==> src/rtl/sb_tx_serializer.sv <==
// Sideband TX serializer: 64-bit word -> LSB-first serial UI with gated forwarded clock,
// followed by an idle gap; one-entry pending buffer. Optional word counter via SB_SER_PKT_CNT_EN.
module sb_tx_serializer #(
  parameter int DATA_W = 64,
  parameter int GAP_UI = 32
) (
  input  logic              i_clk,
  input  logic              i_rst_n,
  input  logic              i_sb_en,
  input  logic [DATA_W-1:0] i_data,
  input  logic              i_data_valid,
  output logic              o_txdatasb,
  output logic              o_txcksb_en,
  output logic              o_ser_done,
  output logic              o_busy,
`ifdef SB_SER_PKT_CNT_EN
  output logic [15:0]       o_pkt_cnt,
`endif
  output logic              o_overflow
);

  localparam int BW = (DATA_W > 1) ? $clog2(DATA_W) : 1;
  localparam int GW = (GAP_UI > 1) ? $clog2(GAP_UI) : 1;

  typedef enum logic [1:0] {S_IDLE, S_SHIFT, S_GAP} state_t;

  state_t            state_q, state_d;
  logic [DATA_W-1:0] shift_q, shift_d;
  logic [DATA_W-1:0] pend_q, pend_d;
  logic              pend_vld_q, pend_vld_d;
  logic [BW-1:0]     bit_cnt_q, bit_cnt_d;
  logic [GW-1:0]     gap_cnt_q, gap_cnt_d;
  logic              txd_q, txd_d;
  logic              cken_q, cken_d;
  logic              ovf_q, ovf_d;
  logic              last_gap;
  logic              load_en;
  logic [DATA_W-1:0] load_word;

  assign last_gap = (state_q == S_GAP) && (gap_cnt_q == GW'(GAP_UI - 1));

  always_ff @(posedge i_clk or negedge i_rst_n) begin
    if (!i_rst_n) begin
      state_q    <= S_IDLE;
      shift_q    <= '0;
      pend_q     <= '0;
      pend_vld_q <= 1'b0;
      bit_cnt_q  <= '0;
      gap_cnt_q  <= '0;
      txd_q      <= 1'b0;
      cken_q     <= 1'b0;
      ovf_q      <= 1'b0;
    end else begin
      state_q    <= state_d;
      shift_q    <= shift_d;
      pend_q     <= pend_d;
      pend_vld_q <= pend_vld_d;
      bit_cnt_q  <= bit_cnt_d;
      gap_cnt_q  <= gap_cnt_d;
      txd_q      <= txd_d;
      cken_q     <= cken_d;
      ovf_q      <= ovf_d;
    end
  end

  always_comb begin
    state_d    = state_q;
    shift_d    = shift_q;
    pend_d     = pend_q;
    pend_vld_d = pend_vld_q;
    bit_cnt_d  = bit_cnt_q;
    gap_cnt_d  = gap_cnt_q;
    txd_d      = txd_q;
    cken_d     = cken_q;
    ovf_d      = 1'b0;
    load_en    = 1'b0;
    load_word  = i_data;

    if (!i_sb_en) begin
      state_d    = S_IDLE;
      shift_d    = '0;
      pend_vld_d = 1'b0;
      bit_cnt_d  = '0;
      gap_cnt_d  = '0;
      txd_d      = 1'b0;
      cken_d     = 1'b0;
    end else begin
      ovf_d = i_data_valid & pend_vld_q;
      // On the last gap UI an empty buffer lets the new word go straight to the shifter
      if (i_data_valid && !pend_vld_q && state_q != S_IDLE && !last_gap) begin
        pend_d     = i_data;
        pend_vld_d = 1'b1;
      end
      case (state_q)
        S_IDLE: begin
          if (i_data_valid) load_en = 1'b1;
        end
        S_SHIFT: begin
          if (bit_cnt_q == BW'(DATA_W - 1)) begin
            state_d   = S_GAP;
            gap_cnt_d = '0;
            txd_d     = 1'b0;
            cken_d    = 1'b0;
          end else begin
            txd_d     = shift_q[0];
            shift_d   = shift_q >> 1;
            bit_cnt_d = bit_cnt_q + 1'b1;
          end
        end
        S_GAP: begin
          if (last_gap) begin
            if (pend_vld_q) begin
              load_en    = 1'b1;
              load_word  = pend_q;
              pend_vld_d = 1'b0;
            end else if (i_data_valid) begin
              load_en = 1'b1;
            end else begin
              state_d   = S_IDLE;
              gap_cnt_d = '0;
            end
          end else begin
            gap_cnt_d = gap_cnt_q + 1'b1;
          end
        end
        default: state_d = S_IDLE;
      endcase
      // Bit 0 goes straight to the output register so the first UI appears next cycle
      if (load_en) begin
        state_d   = S_SHIFT;
        txd_d     = load_word[0];
        cken_d    = 1'b1;
        shift_d   = load_word >> 1;
        bit_cnt_d = '0;
        gap_cnt_d = '0;
      end
    end
  end

`ifdef SB_SER_PKT_CNT_EN
  logic [15:0] pkt_cnt_q;
  always_ff @(posedge i_clk or negedge i_rst_n) begin
    if (!i_rst_n)
      pkt_cnt_q <= '0;
    else if (!i_sb_en)
      pkt_cnt_q <= '0;
    else if (last_gap && pkt_cnt_q != 16'hFFFF)
      pkt_cnt_q <= pkt_cnt_q + 16'd1;
  end
  assign o_pkt_cnt = pkt_cnt_q;
`endif

  assign o_txdatasb  = txd_q;
  assign o_txcksb_en = cken_q;
  assign o_ser_done  = last_gap;
  assign o_busy      = (state_q != S_IDLE) | pend_vld_q;
  assign o_overflow  = ovf_q;

endmodule

==> config.mk <==
export PLATFORM = sky130hd
export DESIGN_NAME = sb_tx_serializer
export DESIGN_NICKNAME = d
export VERILOG_FILES = /design/src/rtl/sb_tx_serializer.sv
export SDC_FILE = /design/constraint.sdc
export NUM_CORES = 1
export LEC_CHECK = 0
export CAP_MARGIN = 15
export CORE_MARGIN = 2
export CORE_UTILIZATION = 45
export CTS_CLUSTER_DIAMETER = 150
export CTS_CLUSTER_SIZE = 25
export DETAILED_ROUTE_END_ITERATION = 8
export DONT_BUFFER_PORTS = 1
export HOLD_SLACK_MARGIN = 0.03
export SYNTH_ARGS = -nofsm -noshare
export SYNTH_HDL_FRONTEND = slang
export SYNTH_SLANG_ARGS = --single-unit
==> constraint.sdc <==
create_clock -name i_clk -period 2.3 [get_ports i_clk]
set_input_delay 0.46 -clock i_clk [delete_from_list [all_inputs] [get_ports i_clk]]
set_output_delay 0.46 -clock i_clk [all_outputs]
set_load 0.01 [all_outputs]
==> impl_metrics.xml <==
<?xml version="1.0" encoding="UTF-8"?>
<metrics>
  <group name="sta">
    <metric name="fin_skew" unit="ns">0.00552</metric>
    <metric name="final-hold-violation-count" unit="">144</metric>
    <metric name="worst_slack" unit="ns">0.0721</metric>
    <metric name="finalWorstPathRequiredPeriod" unit="ns">2.23</metric>
    <metric name="timing.final.crit_share" unit="%">96.9</metric>
    <metric name="max_freq" unit="MHz">449</metric>
    <metric name="max_slew.worst_pin.slew" unit="ns">0.461</metric>
    <metric name="report.final.setup_viol" unit="">0</metric>
    <metric name="slew_headroom" unit="%">69.1</metric>
    <metric name="maxSlewViolCount" unit="">0</metric>
    <metric name="worst_hold_slack" unit="ns">-0.259</metric>
  </group>
  <group name="yosys">
    <metric name="dominant_combinational_cell_family_by_area_after_synthesis" unit="">compound AO/OA/AOI/OAI gates</metric>
    <metric name="yosys.area_share.simple" unit="%">9.74</metric>
    <metric name="ys_dominant_reg_cell" unit="">sky130_fd_sc_hd__dfrtp_1</metric>
    <metric name="ys_warn_count" unit="">0</metric>
    <metric name="synth.yosys.seq_area_share" unit="%">50.9</metric>
    <metric name="post_synth_instance_area" unit="mm2">0.00708</metric>
    <metric name="synth.ff_latch_count" unit="">144</metric>
    <metric name="synth.mux.area_fraction" unit="%">10.6</metric>
    <metric name="netlist-cell-type-count" unit="">46</metric>
    <metric name="synth_compound_gate_area_share" unit="%">20.8</metric>
    <metric name="synth_edf_count" unit="">0</metric>
    <metric name="synth_xor_xnor_area_share" unit="%">0.371</metric>
    <metric name="asyncSetResetFlopFracSynth" unit="%">100</metric>
    <metric name="yosys.area_share.adder" unit="%">0.530</metric>
    <metric name="synth.net_count" unit="">774</metric>
    <metric name="avgSynthCellArea" unit="um2">10.1</metric>
    <metric name="syn_inst" unit="">703</metric>
  </group>
  <group name="worst_hold_path">
    <metric name="hold_path.class" unit="">input port to asynchronous set/reset pin</metric>
  </group>
  <group name="run_status">
    <metric name="status" unit="">complete, but fails checks</metric>
    <metric name="violations" unit="">negative hold slack</metric>
  </group>
  <group name="placed_design">
    <metric name="hpwlAfterDp" unit="um">9030</metric>
    <metric name="gp_routability_congestion" unit="">0.709</metric>
    <metric name="dpl_worst_slack" unit="ns">0.00632</metric>
    <metric name="io_buffer_count" unit="">0</metric>
  </group>
  <group name="detailed_routing">
    <metric name="detailedRoute.firstPassIterationCount" unit="">4</metric>
    <metric name="routed_wl" unit="um">15200</metric>
    <metric name="wl_per_cell" unit="um">16.5</metric>
    <metric name="drt.antenna.violating_nets" unit="">0</metric>
    <metric name="route.vias.total" unit="">4960</metric>
    <metric name="routed_via_density" unit="">5.40</metric>
    <metric name="drt-initial-drc-count" unit="">350</metric>
    <metric name="post_route_drc" unit="">0</metric>
  </group>
  <group name="setup_path">
    <metric name="setup.reg_to_reg.worst_slack" unit="ns">0.07</metric>
    <metric name="cp-end-kind" unit="">register</metric>
    <metric name="worstSetupPathType" unit="">register to register</metric>
    <metric name="setup.worst_path.start_class" unit="">register</metric>
    <metric name="cpMaxStageDelayCell" unit="">sky130_fd_sc_hd__dfrtp_1</metric>
    <metric name="arrival" unit="ns">2.53</metric>
    <metric name="crit_required" unit="ns">2.60</metric>
    <metric name="timing.critical_path.slowest_cell_delay" unit="ns">0.39</metric>
    <metric name="timing.critical_path.buf_inv" unit="">3</metric>
    <metric name="worst-path-max-fanout" unit="">16</metric>
    <metric name="critPathTopFamily" unit="">buffers and inverters</metric>
    <metric name="worstPathCellList" unit="">ha_2 -&gt; and3_1 -&gt; ha_2 -&gt; nor2b_4 -&gt; buf_4 -&gt; o2111ai_4 -&gt; buf_12 -&gt; buf_12 -&gt; mux2_2</metric>
  </group>
  <group name="power_and_ir_drop">
    <metric name="ir_worst_vdd" unit="V">0.000562</metric>
    <metric name="power.leakage" unit="nW">3.65</metric>
    <metric name="power_after_layout" unit="mW">6.97</metric>
    <metric name="power_density" unit="mW/mm2">867</metric>
  </group>
  <group name="global_routing">
    <metric name="first_global_vias" unit="">5132</metric>
    <metric name="grt.total_usage" unit="%">19.2</metric>
    <metric name="pin_count_of_the_biggest_net_entering_global_routing" unit="">145</metric>
    <metric name="overflow" unit="">0</metric>
    <metric name="global_route_wire_length_before_repair" unit="um">25200</metric>
    <metric name="grt_antenna_before_repair" unit="">0</metric>
  </group>
  <group name="die">
    <metric name="floorplan.core_area" unit="mm2">0.0153</metric>
    <metric name="die-area" unit="mm2">0.0168</metric>
    <metric name="die_width" unit="um">129</metric>
    <metric name="pin_count" unit="">73</metric>
    <metric name="start_util" unit="%">46.2</metric>
    <metric name="die_h" unit="um">129</metric>
    <metric name="placement_rows" unit="">45</metric>
  </group>
  <group name="layout">
    <metric name="fin_nets" unit="">765</metric>
    <metric name="area.growth.synth_to_final" unit="%">13.5</metric>
    <metric name="num_antenna_cells" unit="">0</metric>
    <metric name="fillers" unit="">1375</metric>
    <metric name="final_layout_size_suffix_gt1_share" unit="%">21.2</metric>
  </group>
  <group name="clock_network">
    <metric name="cts_htree_levels" unit="">4</metric>
    <metric name="clock_latency" unit="ns">0.42</metric>
    <metric name="cts.path.max_buffers" unit="">2</metric>
    <metric name="clock_sink_count" unit="">144</metric>
    <metric name="clock_tree.root_cell" unit="">sky130_fd_sc_hd__clkbuf_16</metric>
    <metric name="cts_tree" unit="">yes</metric>
    <metric name="clk_pin_slew_worst_paths" unit="ns">0.06</metric>
    <metric name="cts_buffers" unit="">17</metric>
  </group>
  <group name="job">
    <metric name="max_cap_violations" unit="">0</metric>
  </group>
</metrics>
-- cell type report --
class,instances,area (um2),area share (%)
Timing Repair Buffer,23,323,4.02
Clock inverter,8,77.6,0.965
Inverter,65,244,3.04
Clock buffer,24,512,6.37
Sequential cell,144,3600,44.8
Multi-Input combinational cell,443,3020,37.5
Tap cell,211,264,3.28
-- synthesized netlist by cell type, types with 2 or more instances --
| master | n | area [um2] |
|---|---|---|
| sky130_fd_sc_hd__dfrtp_1 | 144 | 3600 |
| sky130_fd_sc_hd__nand2_1 | 132 | 495 |
| sky130_fd_sc_hd__a21oi_1 | 93 | 465 |
| sky130_fd_sc_hd__inv_1 | 65 | 244 |
| sky130_fd_sc_hd__o22a_1 | 62 | 543 |
| sky130_fd_sc_hd__mux2_2 | 49 | 552 |
| sky130_fd_sc_hd__a21oi_2 | 37 | 324 |
| sky130_fd_sc_hd__clkbuf_1 | 21 | 78.8 |
| sky130_fd_sc_hd__buf_2 | 19 | 95.1 |
| sky130_fd_sc_hd__mux2_1 | 16 | 180 |
| sky130_fd_sc_hd__buf_1 | 6 | 22.5 |
| sky130_fd_sc_hd__buf_6 | 5 | 56.3 |
| sky130_fd_sc_hd__nor2_1 | 4 | 15.0 |
| sky130_fd_sc_hd__o21ai_0 | 4 | 20.0 |
| sky130_fd_sc_hd__and3_1 | 3 | 18.8 |
| sky130_fd_sc_hd__ha_1 | 3 | 37.5 |
| sky130_fd_sc_hd__nand3_1 | 3 | 15.0 |
| sky130_fd_sc_hd__a211oi_1 | 2 | 15.0 |
| sky130_fd_sc_hd__a21o_1 | 2 | 15.0 |
| sky130_fd_sc_hd__a22o_1 | 2 | 17.5 |
| sky130_fd_sc_hd__mux2i_1 | 2 | 20.0 |
| sky130_fd_sc_hd__nor2b_1 | 2 | 12.5 |
| sky130_fd_sc_hd__nor3_1 | 2 | 10.0 |
| sky130_fd_sc_hd__or3_1 | 2 | 12.5 |
| sky130_fd_sc_hd__xnor2_1 | 2 | 17.5 |
-- metrics by stage --
step / hold WS (ns) / TNS (ns) / area (um2) / util, % / std cells
3_5_place_dp: 0.174 / 0 / 7330 / 47.9 / 880
2_1_floorplan: 0.164 / 0 / 7080 / - / 703
6_report: -0.259 / 0 / 8040 / 52.5 / 918
3_3_place_gp: 0.170 / 0 / 7330 / 47.9 / 880
4_1_cts: -0.280 / 0 / 7970 / 52.0 / 914
5_1_grt: -0.289 / -0.0135 / 8040 / 52.5 / 918
-- final timing paths --
check / start / endpoint / depth (start not counted)
setup / recovery: gap_cnt_q[0] / pend_q[11] / 9
hold / removal: i_rst_n / pend_q[13] / 0
setup reg to reg: gap_cnt_q[0] / pend_q[11] / 9
hold reg to reg: pend_q[44] / pend_q[44] / 1
max in group asynchronous: i_rst_n / pend_q[27] / 0
min in group i_clk: i_sb_en / state_q[1] / 1
-- power by group --
group	switching (mW)	total (mW)	internal [mW]	leakage, nW
clock network	1.05	2.71	1.66	0.288
registers	0.266	3.33	3.06	1.81
logic	0.415	0.932	0.516	1.55
total	1.73	6.97	5.24	3.65
-- worst register-to-register path, delay by kind of cell, from the launching register on --
| kind | cells | cell delay, ns |
|---|---|---|
| adders and majority gates | 2 | 0.44 |
| DFF | 1 | 0.39 |
| buffers and inverters | 3 | 0.47 |
| AOI/OAI and AO/OA | 1 | 0.21 |
| muxes | 1 | 0.37 |
| and+or+nand+nor | 2 | 0.23 |
-- flip-flops by register name (all words and copies together) (netlist names) --
register / count
bit_cnt_q: 6
pend_q: 64
state_q: 2
shift_q: 63
o_overflow: 1
o_txcksb_en: 1
pend_vld_q: 1
o_txdatasb: 1
gap_cnt_q: 5
-- metal layers --
layer | GRT usage [%] | share of wire, % | vias to the layer above
li1 | - | - | 2395
met1 | 24.4 | 46 | 2448
met2 | 31.2 | 48 | 97
met3 | 5.70 | 5.1 | 20
met4 | 7.27 | 1.7 | 0
met5 | 0 | 0 | -
-- cells by family after synthesis --
group                      count (synthesis)
buffers and inverters                    116
DFF                                      144
and+or+nand+nor                          161
muxes                                     67
adders and majority gates                  3
xor gates and xnor gates                   3
AOI/OAI and AO/OA                        209
-- repair_timing --
| action | 4_1_cts | 5_1_grt |
|---|---|---|
| pin swaps | 0 | 1 |
| setup endpoints to repair | 30 | 68 |
| resized for setup | 2 | 3 |
| setup buffers | 1 | 2 |
| cloned | 1 | 2 |
| hold endpoints to repair | 144 | 144 |
-- placed cells by master, fill, tap and decap left out, drive strengths merged, types with 4 or more instances in the layout --
master	n
a21oi	130
buf	21
nor2	4
dfrtp	144
nand2	132
mux2	65
inv	65
o22a	62
o21ai	5
clkinv	5
clkbuf	25
Note: power is estimated with default switching activity, not from simulation.
